<file path="src/rtl/imem_loader.sv">
// Instruction memory loader: parses a 2-byte word count, then writes little-endian
// 32-bit words to the imem write port. Optional checksum byte: IMEM_LOADER_CHECKSUM_EN.
module imem_loader #(
  parameter int ADDR_W     = 10,
  parameter int DEPTH      = 1024,
  parameter int START_ADDR = 0
) (
  input  logic              clk,
  input  logic              reset,
  input  logic              start,
  input  logic              in_valid,
  input  logic [7:0]        in_byte,
  output logic              in_ready,
  output logic              mem_we,
  output logic [ADDR_W-1:0] mem_addr,
  output logic [31:0]       mem_din,
  output logic              cpu_hold,
  output logic              done,
  output logic              error,
  output logic [ADDR_W:0]   words_written
);

  // state | meaning
  // IDLE  | waiting for start after reset
  // HDR0  | expecting word-count low byte
  // HDR1  | expecting word-count high byte, range check
  // DATA  | collecting 4 bytes per word, writing memory
  // CSUM  | expecting checksum byte (checksum build only)
  // DONE  | image loaded, CPU released
  // ERR   | load aborted, CPU held
  typedef enum logic [2:0] {
    S_IDLE,
    S_HDR0,
    S_HDR1,
    S_DATA,
`ifdef IMEM_LOADER_CHECKSUM_EN
    S_CSUM,
`endif
    S_DONE,
    S_ERR
  } state_t;

`ifdef IMEM_LOADER_CHECKSUM_EN
  localparam state_t S_FINISH = S_CSUM;
`else
  localparam state_t S_FINISH = S_DONE;
`endif

  localparam int CW = ADDR_W + 1;

  state_t          state_q, state_d;
  logic [7:0]      count_lo_q;
  logic [CW-1:0]   count_q;
  logic [1:0]      byte_idx_q;
  logic [23:0]     shift_q;
  logic            xfer;
  logic            load_start;
  logic [15:0]     hdr_count;
  logic [31:0]     hdr_span;
  logic            hdr_bad;
  logic            last_word_pending;
`ifdef IMEM_LOADER_CHECKSUM_EN
  logic [7:0]      csum_q;
`endif

  assign xfer       = in_valid && in_ready;
  assign load_start = start && (state_q == S_IDLE || state_q == S_DONE || state_q == S_ERR);
  assign hdr_count  = {in_byte, count_lo_q};
  // Anything that would run past the end of memory (including address wrap) is rejected.
  assign hdr_span   = 32'(hdr_count) + 32'(START_ADDR);
  assign hdr_bad    = hdr_span > 32'(DEPTH);
  // While the final word's write pulse is out, stop taking bytes so nothing extra is consumed.
  assign last_word_pending = mem_we && ((words_written + CW'(1)) == count_q);

  always_comb begin
    state_d  = state_q;
    in_ready = 1'b0;
    unique case (state_q)
      S_IDLE: begin
        if (load_start) state_d = S_HDR0;
      end
      S_HDR0: begin
        in_ready = 1'b1;
        if (xfer) state_d = S_HDR1;
      end
      S_HDR1: begin
        in_ready = 1'b1;
        if (xfer) begin
          if (hdr_count == 16'd0) state_d = S_FINISH;
          else if (hdr_bad)       state_d = S_ERR;
          else                    state_d = S_DATA;
        end
      end
      S_DATA: begin
        in_ready = !last_word_pending;
        if (last_word_pending) state_d = S_FINISH;
      end
`ifdef IMEM_LOADER_CHECKSUM_EN
      S_CSUM: begin
        in_ready = 1'b1;
        if (xfer) state_d = (in_byte == csum_q) ? S_DONE : S_ERR;
      end
`endif
      S_DONE: begin
        if (load_start) state_d = S_HDR0;
      end
      S_ERR: begin
        if (load_start) state_d = S_HDR0;
      end
      default: state_d = S_IDLE;
    endcase
  end

  always_ff @(posedge clk or negedge reset) begin
    if (!reset) begin
      state_q       <= S_IDLE;
      count_lo_q    <= '0;
      count_q       <= '0;
      byte_idx_q    <= '0;
      shift_q       <= '0;
      mem_we        <= 1'b0;
      mem_addr      <= ADDR_W'(START_ADDR);
      mem_din       <= '0;
      cpu_hold      <= 1'b1;
      done          <= 1'b0;
      error         <= 1'b0;
      words_written <= '0;
    end else begin
      state_q  <= state_d;
      mem_we   <= 1'b0;
      done     <= (state_d == S_DONE);
      error    <= (state_d == S_ERR);
      cpu_hold <= (state_d != S_DONE);

      if (load_start) begin
        words_written <= '0;
        byte_idx_q    <= '0;
      end

      if (mem_we) begin
        mem_addr      <= mem_addr + ADDR_W'(1);
        words_written <= words_written + CW'(1);
      end

      if (xfer) begin
        unique case (state_q)
          S_HDR0: count_lo_q <= in_byte;
          S_HDR1: begin
            count_q    <= hdr_count[CW-1:0];
            mem_addr   <= ADDR_W'(START_ADDR);
            byte_idx_q <= '0;
          end
          S_DATA: begin
            if (byte_idx_q == 2'd3) begin
              mem_we  <= 1'b1;
              mem_din <= {in_byte, shift_q};
            end else begin
              shift_q <= {in_byte, shift_q[23:8]};
            end
            byte_idx_q <= byte_idx_q + 2'd1;
          end
          default: ;
        endcase
      end
    end
  end

`ifdef IMEM_LOADER_CHECKSUM_EN
  always_ff @(posedge clk or negedge reset) begin
    if (!reset) begin
      csum_q <= '0;
    end else if (load_start) begin
      csum_q <= '0;
    end else if (xfer && state_q != S_CSUM) begin
      csum_q <= csum_q ^ in_byte;
    end
  end
`endif

endmodule
</file>
<file path="config.mk">
export PLATFORM = sky130hd
export DESIGN_NAME = imem_loader
export DESIGN_NICKNAME = d
export VERILOG_FILES = /design/src/rtl/imem_loader.sv
export SDC_FILE = /design/constraint.sdc
export NUM_CORES = 1
export LEC_CHECK = 0
export CAP_MARGIN = 20
export CELL_PAD_IN_SITES_DETAIL_PLACEMENT = 1
export CELL_PAD_IN_SITES_GLOBAL_PLACEMENT = 2
export CORE_MARGIN = 5
export CORE_UTILIZATION = 40
export CTS_CLUSTER_DIAMETER = 80
export DETAILED_ROUTE_END_ITERATION = 16
export PLACE_DENSITY_LB_ADDON = 0.1
export SLEW_MARGIN = 10
export SYNTH_ARGS = -nofsm -noshare
export SYNTH_HDL_FRONTEND = slang
export SYNTH_SLANG_ARGS = --single-unit
</file>
<file path="constraint.sdc">
create_clock -name clk -period 7.15 [get_ports clk]
set_input_delay 1.7875 -clock clk [delete_from_list [all_inputs] [get_ports clk]]
set_output_delay 1.7875 -clock clk [all_outputs]
set_load 0.05 [all_outputs]
</file>
==> flow_summary.json <==
{
  "grt_pass1_vias": 3164,
  "mappedNetlistArea_sq_mm": 0.00471,
  "hold_class": "flip-flop to flip-flop",
  "max_cap_viol_count": 0,
  "p_leak_uw": 0.00267,
  "yosysWarnings": 0,
  "crit_required_ns": 5.36,
  "drt-total-wl_um": 10100,
  "reg2regPathDepth": 9,
  "ys_types": 43,
  "synthMuxAreaShare_pct": 21.3,
  "startpoint_type": "flip-flop",
  "hpwl_um": 7100,
  "grt_max_degree": 62,
  "synth-seq-cells": 105,
  "setup_viol": 0,
  "synth-edff-count": 0,
  "clkSinkCount": 105,
  "ir_drop_mv": 0.215,
  "status": "finished, final reports clean",
  "detail-route-antenna-nets": 0,
  "vias_per_cell": 5.15,
  "fmax_mhz": 190,
  "htreeDepth": 3,
  "die_height_um": 118,
  "fin_setup_tns_ns": 0,
  "antenna_found_initial": 0,
  "syn_nets": 370,
  "path_cells": "ha_1 > and4_1 > and3_1 > xnor2_1 > nor3_1 > and4b_1 > and2_1 > a21oi_1 > clkdlybuf4s50_1",
  "switchingPower_uw": 922,
  "cts_buffers": 9,
  "synth_fa_ha_area_share_pct": 0.797,
  "final_cell_mix": "dfrtp_1, clkdlybuf4s50_1, mux2_4",
  "post-route-period-util_pct": 73.5,
  "layout_commonest_cell": "dfrtp_1",
  "syn_area_per_cell_sq_um": 13.3,
  "path_depth": 9,
  "p_clk_share_pct": 21.6,
  "diodes": 0,
  "grt.overflow.total": 0,
  "slowest_delay_ns": 0.72,
  "synth_compound_area_share_pct": 3.43,
  "num_io_pins": 70,
  "rsz0062_at_grt": "false",
  "fin_crit_ns": 5.26,
  "die_w_um": 118,
  "clkTransAtPathRegs_ns": 0.07,
  "cts_buffer_depth": 2,
  "clkLatencyLatePin_ns": 0.34,
  "hold_viol": 0,
  "postLayoutCoreUtil_pct": 51.1,
  "port_buffers": 69,
  "synth_xor_xnor_area_share_pct": 5.21,
  "power_frac_seq_pct": 40.1,
  "wire_per_inst_um": 17.7,
  "slew_headroom_pct": 49.1,
  "cts-root-buf": "clkbuf_16",
  "cts_tree": "done",
  "syn_inst": 355,
  "area_growth_pct": 24.5,
  "start_util_pct": 41.0,
  "internal-power_uw": 1550,
  "comb_power_share_pct": 38.3,
  "end_kind": "output pin",
  "switching_share_pct": 37.3,
  "grt_usage_pct": 15.1,
  "postCtsResizedCells": 0,
  "crit_type": "flip-flop to output pin",
  "worstMarginPinSlew_ns": 0.763,
  "synth_top_family_by_area": "multiplexers",
  "path_buf_inv": 1,
  "num_vias": 2952,
  "core_area_sq_mm": 0.0115,
  "grt_pass1_wl_um": 17100,
  "ys_seq_area_share_pct": 55.8,
  "pre_cts_ws_ns": 2.24,
  "crit_slowest_cell": "clkdlybuf4s50_1",
  "ctsHoldBuffers": 0,
  "async_reset_ff_share_pct": 100,
  "dieArea_sq_mm": 0.0140,
  "worstPathMaxFanout": 10,
  "postCtsSetupBuffers": 0,
  "cp_top_family": "simple AND/OR/NAND/NOR gates",
  "skew_ns": 0.00597,
  "drcViolationCount": 0,
  "fin_nets": 440,
  "row_count": 39,
  "drive_above_1_share_pct": 19.8,
  "synth_ff_type": "dfrtp_1",
  "maxSlewViolCount": 0,
  "hold_depth": 1,
  "synthSimpleGateAreaFrac_pct": 11.2,
  "drt_iter0_markers": 126,
  "first_pass_iters": 4,
  "setup_ws_ns": 1.89,
  "crit_arrival_ns": 3.47,
  "p_per_area_mw_per_mm2": 422,
  "gp_congestion": 0.818
}
## metrics by stage
step / hold slack [ns] / total power, uW / instances / area (sq um)
final: 0.483 / 2470 / 573 / 5860
after global routing: 0.499 / 2620 / 573 / 5860
after CTS: 0.494 / 2510 / 572 / 5840
after detailed placement: 0.476 / 1970 / 556 / 5510
after global placement: 0.466 / 1940 / 556 / 5510
after floorplan: 0.454 / 1640 / 355 / 4710
## registers in the layout, indices dropped and copies added (netlist names)
name,flops
mem_we,1
count_lo_q,8
mem_addr,10
mem_din,32
cpu_hold,1
shift_q,24
words_written,11
state_q,3
error,1
count_q,11
byte_idx_q,2
done,1
## final cells by class
type,instances,area [sq um]
clock buffers,10,239
clock inverters,6,90.1
fillers,1179,5610
inverters,2,7.51
multi-input cells,233,1980
flip-flops and latches,105,2630
well taps,143,179
repair buffers,74,738
## cells by family after synthesis
family,after synthesis
flip-flops,105
multiplexers,80
XOR/XNOR,28
buffers and inverters,17
AND/OR/NAND/NOR,93
AO/OA/AOI/OAI,29
adder cells (fa/ha/maj),3
## layer usage
layer  global-route usage (%)  share of wire (%)  vias to the layer above  routed length, um
met3                     5.21                4.4                        8                443
met2                     23.8                 47                       48               4770
met1                     20.1                 47                     1506               4810
li1                         -                  -                     1390                  -
met5                        0                  0                        -                  0
met4                     3.61                1.0                        0                106
## worst reg2reg max path: stages, from the launching register on
cell     delay [ns]
dfrtp_1        0.45
ha_1           0.33
and4_1         0.31
and3_1         0.24
xnor2_1        0.14
nor3_1         0.07
and4b_1        0.36
or3_2          0.73
buf_12         0.26
mux2_4         0.34
## power groups by stage
| stage | Clock [uW] | Sequential, uW | Combinational [uW] |
|---|---|---|---|
| 2_1_floorplan | 0 | 1230 | 412 |
| 3_3_place_gp | 0 | 995 | 941 |
| 3_5_place_dp | 0 | 1010 | 958 |
| 4_1_cts | 553 | 997 | 961 |
| 5_1_grt | 583 | 1030 | 1010 |
| 6_report | 534 | 993 | 947 |
## cell usage after synthesis, types with 2 or more instances
cell type	count	area share, %
mux2_2	24	5.7
and3_1	4	0.53
xnor2_1	13	2.4
buf_6	5	1.2
ha_1	3	0.80
nor2_1	18	1.4
xor2_1	15	2.8
clkbuf_1	8	0.64
o21ai_0	17	1.8
a21oi_1	6	0.64
nand3_1	8	0.85
mux2_4	29	9.3
nand2_1	24	1.9
dfrtp_1	104	55
mux2_1	23	5.5
inv_1	2	0.16
mux2i_1	4	0.85
nand4_1	9	1.2
or3_1	3	0.40
nand3_2	2	0.43
nor4_1	3	0.40
and4_1	2	0.37
buf_2	2	0.21
nor2b_1	8	1.1
## final timing paths
check	from	endpoint	slack, ns
max	words_written[0]	in_ready	1.89
min	shift_q[0]	mem_din[0]	0.48
max reg2reg	words_written[0]	mem_din[12]	3.80
min reg2reg	shift_q[0]	mem_din[0]	0.48
max in group asynchronous	reset	count_q[2]	4.52
min in group asynchronous	reset	mem_din[5]	1.44
No activity file was read; power rests on OpenSTA's default activity.
